[src/rtl/dtb_pkg.sv]
// rtl/dtb_pkg.sv - shared defaults and types for the stream trace buffer readout path
package dtb_pkg;
  localparam int TRB_WIDTH      = 32;
  localparam int TRB_MAX_TRACES = 8;
  localparam int TRB_NT_BITS    = $clog2($clog2(TRB_MAX_TRACES) + 1);

  typedef logic [TRB_NT_BITS-1:0] num_traces_t;

  typedef enum logic {SER_IDLE, SER_SHIFT} ser_state_t;
endpackage

[src/rtl/stb_word_skid.sv]
// rtl/stb_word_skid.sv - one-entry word holding slot with registered ready
// STB_SER_TRIG_EN adds a stored trigger flag alongside the word.
module stb_word_skid
  import dtb_pkg::*;
#(
  parameter int WIDTH = TRB_WIDTH
) (
  input  logic             clk,
  input  logic             rst,
  input  logic             i_valid,
  output logic             o_ready,
  input  logic [WIDTH-1:0] i_data,
  input  logic             i_trig,
  input  logic             i_pop,
  output logic             o_full,
  output logic [WIDTH-1:0] o_data,
  output logic             o_trig
);
  logic             r_full;
  logic             r_ready;
  logic [WIDTH-1:0] r_data;
  logic             w_push;

  // Ready is only high while empty, so push and pop never coincide.
  assign w_push = i_valid && r_ready;

  always_ff @(posedge clk) begin
    if (rst) begin
      r_full  <= 1'b0;
      r_ready <= 1'b1;
      r_data  <= '0;
    end else if (w_push) begin
      r_full  <= 1'b1;
      r_ready <= 1'b0;
      r_data  <= i_data;
    end else if (i_pop) begin
      r_full  <= 1'b0;
      r_ready <= 1'b1;
    end
  end

  assign o_ready = r_ready;
  assign o_full  = r_full;
  assign o_data  = r_data;

`ifdef STB_SER_TRIG_EN
  logic r_trig;

  always_ff @(posedge clk) begin
    if (rst) begin
      r_trig <= 1'b0;
    end else if (w_push) begin
      r_trig <= i_trig;
    end
  end

  assign o_trig = r_trig;
`else
  logic w_unused_trig;
  assign w_unused_trig = i_trig;
  assign o_trig        = 1'b0;
`endif
endmodule

[src/rtl/trace_stream_serializer.sv]
// rtl/trace_stream_serializer.sv - shifts buffered trace words onto 2**NUM_TRACES_I lanes
// STB_SER_TRIG_EN enables the per-word trigger mark on TRIG_O.
module trace_stream_serializer
  import dtb_pkg::*;
#(
  parameter int WIDTH      = TRB_WIDTH,
  parameter int MAX_TRACES = TRB_MAX_TRACES,
  parameter int NT_BITS    = TRB_NT_BITS
) (
  input  logic                  CLK_I,
  input  logic                  RST_I,
  input  logic                  DATA_VALID_I,
  output logic                  DATA_READY_O,
  input  logic [WIDTH-1:0]      DATA_I,
  input  logic                  TRIG_I,
  input  logic [NT_BITS-1:0]    NUM_TRACES_I,
  input  logic                  READ_I,
  output logic [MAX_TRACES-1:0] STREAM_O,
  output logic                  STREAM_VALID_O,
  output logic                  TRIG_O,
  output logic                  UNDERRUN_O
);
  localparam int LOG2_MAX = $clog2(MAX_TRACES);
  localparam int CNT_W    = $clog2(WIDTH) + 1;
  localparam int LANE_W   = LOG2_MAX + 1;

  ser_state_t         r_state;
  ser_state_t         w_state_d;
  logic [WIDTH-1:0]   r_sr;
  logic [CNT_W-1:0]   r_cnt;
  logic [NT_BITS-1:0] r_nt;
  logic [NT_BITS-1:0] w_nt_sat;
  logic               r_underrun;
  logic               w_skid_full;
  logic [WIDTH-1:0]   w_skid_data;
  logic               w_skid_trig;
  logic               w_load;
  logic               w_shift;
  logic               w_last;
  logic               w_valid;
  logic [LANE_W-1:0]  w_lanes;

  stb_word_skid #(.WIDTH(WIDTH)) u_skid (
    .clk     (CLK_I),
    .rst     (RST_I),
    .i_valid (DATA_VALID_I),
    .o_ready (DATA_READY_O),
    .i_data  (DATA_I),
    .i_trig  (TRIG_I),
    .i_pop   (w_load),
    .o_full  (w_skid_full),
    .o_data  (w_skid_data),
    .o_trig  (w_skid_trig)
  );

  assign w_valid  = (r_state == SER_SHIFT);
  assign w_lanes  = LANE_W'(1) << r_nt;
  assign w_last   = (r_cnt == CNT_W'((WIDTH >> r_nt) - 1));
  assign w_nt_sat = (int'(NUM_TRACES_I) > LOG2_MAX) ? NT_BITS'(LOG2_MAX) : NUM_TRACES_I;

  always_comb begin
    w_state_d = r_state;
    w_load    = 1'b0;
    w_shift   = 1'b0;
    case (r_state)
      SER_IDLE: begin
        if (w_skid_full) begin
          w_load    = 1'b1;
          w_state_d = SER_SHIFT;
        end
      end
      SER_SHIFT: begin
        // A word arriving on the last beat lands in the slot first, hence one bubble.
        if (READ_I) begin
          if (!w_last) begin
            w_shift = 1'b1;
          end else if (w_skid_full) begin
            w_load = 1'b1;
          end else begin
            w_state_d = SER_IDLE;
          end
        end
      end
      default: w_state_d = SER_IDLE;
    endcase
  end

  always_ff @(posedge CLK_I) begin
    if (RST_I) begin
      r_state    <= SER_IDLE;
      r_sr       <= '0;
      r_cnt      <= '0;
      r_nt       <= '0;
      r_underrun <= 1'b0;
    end else begin
      r_state <= w_state_d;
      if (w_load) begin
        r_sr  <= w_skid_data;
        r_cnt <= '0;
        r_nt  <= w_nt_sat;
      end else if (w_shift) begin
        r_sr  <= r_sr >> w_lanes;
        r_cnt <= r_cnt + 1'b1;
      end
      if (READ_I && !w_valid) begin
        r_underrun <= 1'b1;
      end
    end
  end

  always_comb begin
    STREAM_O = '0;
    for (int j = 0; j < MAX_TRACES; j++) begin
      if (w_valid && (LANE_W'(j) < w_lanes)) begin
        STREAM_O[j] = r_sr[j];
      end
    end
  end

  assign STREAM_VALID_O = w_valid;
  assign UNDERRUN_O     = r_underrun;

`ifdef STB_SER_TRIG_EN
  logic r_trig;

  always_ff @(posedge CLK_I) begin
    if (RST_I) begin
      r_trig <= 1'b0;
    end else if (w_load) begin
      r_trig <= w_skid_trig;
    end
  end

  assign TRIG_O = r_trig && (r_cnt == '0) && w_valid;
`else
  logic w_unused_skid_trig;
  assign w_unused_skid_trig = w_skid_trig;
  assign TRIG_O             = 1'b0;
`endif
endmodule
[config.mk]
export PLATFORM = sky130hd
export DESIGN_NAME = trace_stream_serializer
export DESIGN_NICKNAME = d
export VERILOG_FILES = /design/src/rtl/dtb_pkg.sv /design/src/rtl/stb_word_skid.sv /design/src/rtl/trace_stream_serializer.sv
export SDC_FILE = /design/constraint.sdc
export NUM_CORES = 1
export LEC_CHECK = 0
export CAP_MARGIN = 0
export CORE_ASPECT_RATIO = 1.25
export CORE_MARGIN = 2
export CORE_UTILIZATION = 40
export CTS_BUF_LIST = sky130_fd_sc_hd__clkbuf_16
export CTS_CLUSTER_SIZE = 8
export DETAILED_ROUTE_END_ITERATION = 8
export MAX_ROUTING_LAYER = met4
export PLACE_DENSITY = 0.71
export SETUP_SLACK_MARGIN = 0.3
export SLEW_MARGIN = 0
export SYNTH_ARGS = -nofsm -noshare
export SYNTH_HDL_FRONTEND = slang
export SYNTH_HIERARCHICAL = 1
export SYNTH_SLANG_ARGS = --single-unit
[constraint.sdc]
create_clock -name CLK_I -period 4.9 [get_ports CLK_I]
set_input_delay 0.98 -clock CLK_I [delete_from_list [all_inputs] [get_ports CLK_I]]
set_output_delay 0.98 -clock CLK_I [all_outputs]
set_load 0.02 [all_outputs]
==> flow_summary.toml <==
[run_status]
outcome = "complete, no violations"

[floorplanning]
pin_count = 51
dieArea_mm2 = 0.01327
fp.dieH_um = 128.3
rows = 45
core-area_mm2 = 0.01211
initial_core_util_pct = 40.83
die_w_um = 103.4

[synth]
syn_area_mm2 = 0.004942
synth_nets = 585
synth.avg_cell_area_um2 = 9.169
syn-instance-count = 539
ys_warn_count = 6

[global_routing]
antenna_found_initial = 0
grt_remaining_overflow = 0
grt_pass1_vias = 3973
grt_max_degree = 67
grt_usage_pct = 19.89
grt_pass1_wl_mm = 20.26

[layout]
final_cell_area_mm2 = 0.005669
fin_util_pct = 46.83
fill_cells = 1147
drive_gt1_share_pct = 15.05
final_nets = 599
areaGrowthSynthToFinish_pct = 14.71
n_antenna_cell = 0

[critical_path]
crit_type = "reg2out"
cp_max_fo = 24
path_cells = "inv_1 > ha_2 > buf_4 > nand2_1 > a21oi_1 > clkdlybuf4s50_1"
critPathLaunchType = "flip-flop"
crit_path_end_kind = "output port"
slowest_delay_ps = 630
crit_slowest_cell = "clkdlybuf4s50_1"
required_ps = 3920
worstPathArrival_ps = 2820

[clocking]
clk_path_buf_depth = 2
h-tree-depth = 3
clk_pin_slew_worst_paths_ps = 60
cts_resized = 0
cts_tree = "yes"
root_buffer = "clkbuf_16"
numCtsBuffers = 9
clock_insertion_delay_worst_skew_ps = 330
cts_hold_buf = 0
post-cts-setup-buffers = 0
cts.sinks = 76

[place]
dpl_cell_area_mm2 = 0.005391
place_congestion = 0.9147
port_buffers = 48
hpwlAfterDp_mm = 8.566

[timing]
drv_slew = 0
setup_viol = 0
tightest_slew_ps = 1122
hold_viol_final = 0
timing.final.crit_period_ps = 3800
whs_ps = 465.7
skew_ps = 5.494
grt_setup_unrepaired = "no"
fmax_mhz = 263.2
slew_headroom_pct = 25.18
period_share_pct = 77.55
tns_ps = 0

[routing]
vias = 4179
drtPass1Iterations = 4
viasPerCell = 5.788
wirelength_mm = 12.43
drtAntennaViolNets = 0
drtIter0Drc = 327
drcViolationCount = 0
wire_per_inst_um = 17.21

[power]
p_total_mw = 1.745
peakVddDrop_v = 0.0001699
power_leakage_nw = 2.130
power_density_mw_per_mm2 = 307.8

[worst_hold_path]
hold_path.class = "reg2reg"

[flow_run]
max_cap_viol_count = 0
-- power by group --
group | total, mW | leakage [nW] | internal, mW | switching (mW)
logic | 0.407 | 1.36 | 0.188 | 0.219
registers | 0.712 | 0.623 | 0.664 | 0.0477
clock network | 0.625 | 0.149 | 0.383 | 0.242
total | 1.74 | 2.13 | 1.24 | 0.509
-- cells in the final DEF, fill, tap and decap left out, types with 3 or more instances in the layout --
| cell | instances |
|---|---|
| mux2i_1 | 34 |
| ha_1 | 6 |
| nand2_1 | 35 |
| nor2_1 | 27 |
| nand2b_1 | 4 |
| clkbuf_16 | 9 |
| a21oi_2 | 17 |
| a222oi_1 | 3 |
| dfxtp_1 | 75 |
| nand3_1 | 48 |
| o211ai_1 | 6 |
| nor3_1 | 6 |
| a21bo_2 | 7 |
| clkdlybuf4s50_1 | 46 |
| a22oi_1 | 4 |
| inv_1 | 13 |
| a21bo_1 | 25 |
| a211oi_1 | 7 |
| mux2_2 | 8 |
| xnor2_1 | 5 |
| o21ai_0 | 25 |
| buf_4 | 6 |
| mux4_2 | 25 |
| a21oi_1 | 67 |
| and3_1 | 7 |
| a221oi_1 | 4 |
-- through the flow --
step | cells | setup slack (ps)
finish | 722 | 1100
global route | 722 | 840.9
CTS | 722 | 1061
detailed placement | 706 | 1418
global placement | 706 | 1482
floorplan | 539 | 2184
-- routing by layer --
layer | up-vias | GRT usage (%) | wire [um]
met5 | - | - | 0
met4 | 0 | 5.882 | 218
met3 | 13 | 3.708 | 527
met2 | 106 | 31.35 | 6078
met1 | 2033 | 25.91 | 5604
li1 | 2027 | - | -
-- worst paths after layout --
check	from	to	slack, ps	cells after the start
min reg2reg	UNDERRUN_O	UNDERRUN_O	470	2
max reg2reg	r_nt[1]	r_sr[28]	1670	7
min	UNDERRUN_O	UNDERRUN_O	470	2
max	r_nt[1]	STREAM_O[2]	1100	6
-- critical path, delay by kind of cell (launching register included) --
kind / cells / cell delay (ps)
buffers and inverters: 3 / 1230
adder cells (fa/ha/maj): 1 / 550
flip-flops: 1 / 400
AO/OA/AOI/OAI: 1 / 200
AND/OR/NAND/NOR: 1 / 110
-- final cells by class --
class                           count  area [um^2]  share of cell area [%]
Clock inverter                      7        52.55                  0.9269
Multi-Input combinational cell    401         3107                   54.80
Tap cell                          164        205.2                   3.620
Sequential cell                    76         1523                   26.86
Inverter                           11        41.29                  0.7283
Clock buffer                        9        225.2                   3.973
Timing Repair Buffer               54        515.5                   9.093
-- state kept, by name, indices dropped and copies added, names as in the netlist --
register,flops
r_cnt,6
r_nt,2
STREAM_VALID_O,1
UNDERRUN_O,1
u_skid/o_ready,1
u_skid/o_full,1
r_sr,32
u_skid/o_data,32
Note: power is estimated with default switching activity, not from simulation.
